File: src/rtl/wb_arbiter.sv
// rtl/wb_arbiter.sv - writeback arbiter merging ALU results and load returns with pending-load scoreboard
module wb_arbiter #(
  parameter int WORD_WIDTH   = 16,
  parameter int IDX_WIDTH    = 4,
  parameter int STARVE_LIMIT = 3
) (
  input  logic                        clock,
  input  logic                        reset,
  input  logic                        in_alu_valid,
  input  logic [IDX_WIDTH-1:0]        in_alu_dst_idx,
  input  logic [WORD_WIDTH-1:0]       in_alu_result,
  output logic                        out_alu_stall,
  input  logic                        in_ld_issue,
  input  logic [IDX_WIDTH-1:0]        in_ld_issue_idx,
  input  logic                        in_ld_valid,
  input  logic [IDX_WIDTH-1:0]        in_ld_dst_idx,
  input  logic [WORD_WIDTH-1:0]       in_ld_data,
  output logic                        out_ld_ready,
  output logic                        out_write,
  output logic [IDX_WIDTH-1:0]        out_dst_idx,
  output logic [WORD_WIDTH-1:0]       out_dst,
  output logic [(1<<IDX_WIDTH)-1:0]   out_busy_mask
);

  localparam int NUM_REGS = 1 << IDX_WIDTH;
  localparam int CNT_W    = $clog2(STARVE_LIMIT + 1);

  logic [CNT_W-1:0]      r_starve_cnt;
  logic [NUM_REGS-1:0]   r_busy;
  logic                  r_write;
  logic [IDX_WIDTH-1:0]  r_dst_idx;
  logic [WORD_WIDTH-1:0] r_dst;

  logic                  w_starved;
  logic                  w_ld_acc;
  logic                  w_alu_acc;
  logic                  w_any_acc;
  logic [IDX_WIDTH-1:0]  w_sel_idx;
  logic [WORD_WIDTH-1:0] w_sel_data;
  logic [NUM_REGS-1:0]   w_set_mask;
  logic [NUM_REGS-1:0]   w_clr_mask;
  logic [NUM_REGS-1:0]   w_busy_next;

  // Once a load has been refused STARVE_LIMIT times in a row it wins over the ALU.
  assign w_starved     = (r_starve_cnt == CNT_W'(STARVE_LIMIT));
  assign out_ld_ready  = w_starved ? 1'b1 : ~in_alu_valid;
  assign out_alu_stall = w_starved & in_alu_valid & in_ld_valid;

  assign w_ld_acc   = in_ld_valid & out_ld_ready;
  assign w_alu_acc  = in_alu_valid & ~out_alu_stall;
  assign w_any_acc  = w_ld_acc | w_alu_acc;
  assign w_sel_idx  = w_ld_acc ? in_ld_dst_idx : in_alu_dst_idx;
  assign w_sel_data = w_ld_acc ? in_ld_data    : in_alu_result;

  // Scoreboard update: a new issue overrides a same-cycle return; register 0 is never tracked.
  always_comb begin
    w_set_mask = '0;
    w_clr_mask = '0;
    if (in_ld_issue) w_set_mask = NUM_REGS'(1) << in_ld_issue_idx;
    if (w_ld_acc)    w_clr_mask = NUM_REGS'(1) << in_ld_dst_idx;
    w_busy_next    = ((r_busy & ~w_clr_mask) | w_set_mask) & ~NUM_REGS'(1);
  end

  // Starvation counter: counts consecutive refusals of a valid load, saturating at the limit.
  always_ff @(posedge clock or posedge reset) begin
    if (reset) begin
      r_starve_cnt <= '0;
    end else if (w_ld_acc || !in_ld_valid) begin
      r_starve_cnt <= '0;
    end else if (!w_starved) begin
      r_starve_cnt <= r_starve_cnt + CNT_W'(1);
    end
  end

  // Registered write port; index/data hold when nothing is accepted, writes to r0 are suppressed.
  always_ff @(posedge clock or posedge reset) begin
    if (reset) begin
      r_write   <= 1'b0;
      r_dst_idx <= '0;
      r_dst     <= '0;
    end else begin
      r_write <= w_any_acc & (w_sel_idx != '0);
      if (w_any_acc) begin
        r_dst_idx <= w_sel_idx;
        r_dst     <= w_sel_data;
      end
    end
  end

  // Pending-load scoreboard register.
  always_ff @(posedge clock or posedge reset) begin
    if (reset) r_busy <= '0;
    else       r_busy <= w_busy_next;
  end

  assign out_write     = r_write;
  assign out_dst_idx   = r_dst_idx;
  assign out_dst       = r_dst;
  assign out_busy_mask = r_busy;

endmodule

File: config.mk
export PLATFORM = sky130hd
export DESIGN_NAME = wb_arbiter
export DESIGN_NICKNAME = d
export VERILOG_FILES = /design/src/rtl/wb_arbiter.sv
export SDC_FILE = /design/constraint.sdc
export NUM_CORES = 1
export LEC_CHECK = 0
export BUFFER_PORTS_ARGS = -buffer_cell sky130_fd_sc_hd__buf_2
export CORE_MARGIN = 2
export CORE_UTILIZATION = 30
export CTS_BUF_LIST = sky130_fd_sc_hd__clkbuf_4 sky130_fd_sc_hd__clkbuf_8
export DETAILED_ROUTE_END_ITERATION = 8
export REMOVE_ABC_BUFFERS = 1
export SLEW_MARGIN = 20
export SYNTH_ARGS = -nofsm -noshare
export SYNTH_HDL_FRONTEND = slang
export SYNTH_SLANG_ARGS = --single-unit
File: constraint.sdc
create_clock -name clock -period 1.9 [get_ports clock]
set_clock_uncertainty 0.05 [all_clocks]
set_input_delay 0.38 -clock clock [delete_from_list [all_inputs] [get_ports clock]]
set_output_delay 0.38 -clock clock [all_outputs]
set_load 0.005 [all_outputs]
==> results by stage <==
Floorplanning:
- The initial utilization of the core area, before any placement, comes to 31.1%.
- The number of placement rows is 30.
- The y dimension of the die is 88.2 um.
- The die covers 0.00777 mm^2.
- The die extent in x is 88.2 um.
- In this run the standard cell core region covers 0.00683 mm^2.
- The I/O pin count is 88.

CTS:
- The total CTS buffers is 5.
- The maximum level of the CTS H-tree is 2.
- The clock transition time at the flip-flop clock pins of the worst setup and hold paths is 80 ps.
- Buffers inserted to repair hold after CTS numbered 0.
- Counting every sink on the clock net gives 38.
- No sink is reached through more buffers than the 2 on the longest clock path.
- The clock latency of the later-clocked register in the worst-skew pair is 280 ps.
- TritonCTS built the clock tree.
- The root buffer cell is sky130_fd_sc_hd__clkbuf_8.

Setup path:
- The path type of the worst setup path is flip-flop to primary output.
- The critical path ends at out_alu_stall.
- The internal reg-to-reg setup slack is 410 ps.
- The cell with the largest stage delay on the worst path is sky130_fd_sc_hd__dfrtp_1.
- The critical path starts at r_starve_cnt[0].
- The path depth of the worst reg2reg path is 5.
- The signal on the critical path passes through ha_2 -> buf_8 -> and3_1 -> buf_2.
- The critical path data required time is 1470 ps.
- In this run the worst path has a maximum fanout of 18.
- The endpoint of the worst register-to-register path is out_busy_mask[12].
- In this design, the stage delay of the slowest critical-path cell is 390 ps.
- The worst register-to-register path begins at r_starve_cnt[0].
- STA classifies the critical path endpoint as a primary output.
- Data on the critical path arrives at its endpoint at 1360 ps.
- STA classifies the critical path startpoint as a flip-flop.

Pwr:
- The clock power share is 30.0%.
- The worst-case vdd ir drop is 0.356 mV.
- The reported net switching power is 0.541 mW.
- The power density over cell area is 722 mW/mm^2.
- Sequential cells burn 47.6% of the power.
- The proportion of power drawn by combinational gates is 22.4%.
- The total leakage power is 1.28 nW.
- The internal power of the cells totals 1.44 mW.
- Net switching is 27.3% of the power.

Logic synthesis:
- Measured against the total synthesized area, the mux share comes to 0%.
- The post-synthesis instance total is 197.
- Summing the areas of all compound-gate instances in the mapped netlist gives 28.2% of the synthesized area.
- After Yosys synthesis, full adders, half adders and majority gates account for 0.589% of the synthesized area.
- The Yosys step of the flow raised 0 warnings.
- The basic-gate share of the synthesized area counting and, or, nand and nor cells is 20.0%.
- The total standard cell area after synthesis is 0.00212 mm^2.
- The average instance in the mapped netlist occupies 10.8 um^2.
- The post-synthesis share of cell area spent on xor and xnor gates is 0%.
- The netlist uses 39 different library cells.
- The combinational family with the most area after synthesis is compound AO/OA/AOI/OAI gates.
- The async set or reset register ratio after synthesis is 100%.
- Counting flops with a built-in enable in the synthesized netlist gives 0.
- The dominant synthesized flop cell is sky130_fd_sc_hd__dfrtp_1.
- After synthesis the netlist holds a flip-flop and latch count of 38.
- Sequential cells were found to cover 44.8% of the synthesized design area.

Detailed routing:
- The total length of routed wires is 5.87 mm.
- The vias per cell is 4.88.
- In this run the remaining antenna-violating nets after routing total 0.
- In the final routed layout, each cell accounts on average for 15.5 um.
- The length of the first detailed-routing pass in iterations is 4.
- The overall via count from detail_route is 1848.
- The total DRC errors in the routed layout is 0.
- The DRC violation total after the first TritonRoute iteration is 81.

Status:
- The flow ran to the end, and the final reports show no timing, DRC or antenna violations.

Hold path:
- In this run the worst hold path is classified as input pin to asynchronous set/reset pin.

STA:
- The count of endpoints failing hold in the final timing report was 0.
- Setup total negative slack on the finished layout was measured at 0 ps.
- The headroom to the max-slew limit is 66.6%.
- The tightest hold path in the finished design has a slack of 159 ps.
- Setup repair after global routing left no endpoint under its margin.
- The number of failing setup endpoints in the final timing report is 0.
- The worst path in the final design needs a cycle of 1790 ps, including I/O delays and setup.
- The number of pins with negative max-slew slack in the final report was 0.
- The slew at the pin closest to its max-slew limit is 501 ps.
- The maximum achievable frequency is 0.560 GHz.
- The final worst-path cycle share is 94.0%.

Placement:
- The post-DP HPWL is 4.17 mm.
- In this run the tool buffered the top-level ports with 86 buffer cells.
- The placement-stage cell area is 0.00262 mm^2.
- The global placement routability congestion is 0.793.

Final layout:
- The final antenna diode count is 0.
- After routing the design area is 0.00274 mm^2.
- The net count of the finished layout is 332.
- The growth of design area from synthesis to finish is 29.0%.
- In the final layout, flip-flops and latches occupy 951 um^2.
- In the final layout, the share of cells above drive strength 1 is 43.1%.
- The multi-input gate area in the final layout is 0.00104 mm^2.
- After filler insertion, the fill cell instance count of the layout stands at 709.

Global routing:
- The initial antenna violation count is 0.
- The number of global-route vias before repair came to 1814.
- Entering global routing, the biggest net connects 39 pins.
- The total overflow reported by the global router is 0.
- The global-route wire length before repair is 9.04 mm.
- The global-route usage over all layers is 15.1%.

Run:
- The tool flagged a number of max-cap violations equal to 0.
[logic make-up after synthesis]
family | Yosys count
AOI/OAI and AO/OA | 69
adders and majority gates | 1
buffers and inverters | 23
DFF | 38
other | 1
and+or+nand+nor | 65
[cell usage in the layout (no fill, tap or decap), types with 5 or more instances in the layout]
cell type,netlist,routed
sky130_fd_sc_hd__o221a_1,19,19
sky130_fd_sc_hd__a211o_1,5,5
sky130_fd_sc_hd__dfrtp_1,38,38
sky130_fd_sc_hd__buf_4,3,7
sky130_fd_sc_hd__or2_2,15,15
sky130_fd_sc_hd__inv_1,6,6
sky130_fd_sc_hd__o21ai_1,7,7
sky130_fd_sc_hd__clkbuf_8,0,6
sky130_fd_sc_hd__nand2b_1,20,20
sky130_fd_sc_hd__a21o_1,20,20
sky130_fd_sc_hd__buf_2,5,86
[area by class of cell]
type | instances | share of cell area, %
clock inverter | 1 | 0.183
sequential | 38 | 34.7
timing repair buffer | 94 | 18.2
clock buffer | 7 | 3.29
tap | 96 | 4.38
multi-input combinational | 136 | 38.0
inverter | 7 | 1.23
[worst max-delay path, delay by kind of cell, from the launching register on]
kind | cells | cell delay [ps]
simple gates | 1 | 170
flops | 1 | 390
buf+inv | 2 | 280
fa+ha+maj | 1 | 220
[worst min-delay path by stage]
stage	end	cells past startpoint	slack, ps
after floorplan	r_starve_cnt[0]	1	360
after global placement	r_starve_cnt[0]	1	380
after detailed placement	r_starve_cnt[0]	1	370
after CTS	out_dst[12]	3	170
after global routing	out_dst[6]	3	200
final	out_dst[6]	3	160
[per-stage QoR]
step | setup slack [ps] | std cells | util (%) | power, mW
3_3_place_gp | 324 | 369 | 38.4 | 1.39
3_5_place_dp | 303 | 369 | 38.4 | 1.40
2_1_floorplan | 290 | 181 | - | 1.17
6_report | 114 | 379 | 40.1 | 1.98
5_1_grt | 37.5 | 379 | 40.1 | 2.09
4_1_cts | 2.42 | 377 | 39.7 | 2.00
[flip-flops by register name (all words and copies together) (netlist names)]
register / count
out_dst: 16
out_busy_mask: 15
out_dst_idx: 4
r_starve_cnt: 2
out_write: 1
[layer usage]
metal	GRT usage, %	share of wire (%)	vias to the layer above
met2	24.8	45	76
met1	19.8	45	869
met3	4.90	9.0	2
met4	2.89	0.14	0
li1	-	-	901
met5	0	0	-
[power by group through the flow]
stage / clock, mW / sequential, mW / combinational (mW)
after floorplan: 0 / 0.958 / 0.209
after global placement: 0 / 0.955 / 0.436
after detailed placement: 0 / 0.955 / 0.444
after CTS: 0.614 / 0.941 / 0.445
after global routing: 0.648 / 0.951 / 0.492
final: 0.592 / 0.942 / 0.443
[cells in the mapped netlist (2+ instances only)]
cell type                   count  area (um^2)
sky130_fd_sc_hd__a211o_1        5         43.8
sky130_fd_sc_hd__a21o_1        20          150
sky130_fd_sc_hd__a22o_1         3         26.3
sky130_fd_sc_hd__a22oi_1        2         15.0
sky130_fd_sc_hd__a32oi_1        2         17.5
sky130_fd_sc_hd__and2b_1        2         15.0
sky130_fd_sc_hd__and3_1         2         12.5
sky130_fd_sc_hd__buf_2          5         25.0
sky130_fd_sc_hd__buf_4          3         22.5
sky130_fd_sc_hd__buf_6          3         33.8
sky130_fd_sc_hd__clkbuf_1       5         18.8
sky130_fd_sc_hd__dfrtp_1       38          951
sky130_fd_sc_hd__inv_1          6         22.5
sky130_fd_sc_hd__nand2_1        4         15.0
sky130_fd_sc_hd__nand2b_1      20          125
sky130_fd_sc_hd__nand4bb_1      3         33.8
sky130_fd_sc_hd__nor2_1         3         11.3
sky130_fd_sc_hd__nor2b_1        4         25.0
sky130_fd_sc_hd__o21ai_1        7         35.0
sky130_fd_sc_hd__o221a_1       19          214
sky130_fd_sc_hd__o2bb2ai_1      4         35.0
sky130_fd_sc_hd__o31ai_1        2         15.0
sky130_fd_sc_hd__o41ai_1        4         35.0
sky130_fd_sc_hd__or2_1          2         12.5
sky130_fd_sc_hd__or2_2         15         93.8
[what timing repair did]
| action | in CTS | in global routing |
|---|---|---|
| endpoints found under the setup margin | 0 | 2 |
| buffers inserted | 0 | 2 |
| resized for setup | 0 | 3 |
Note: power is estimated with default switching activity, not from simulation.
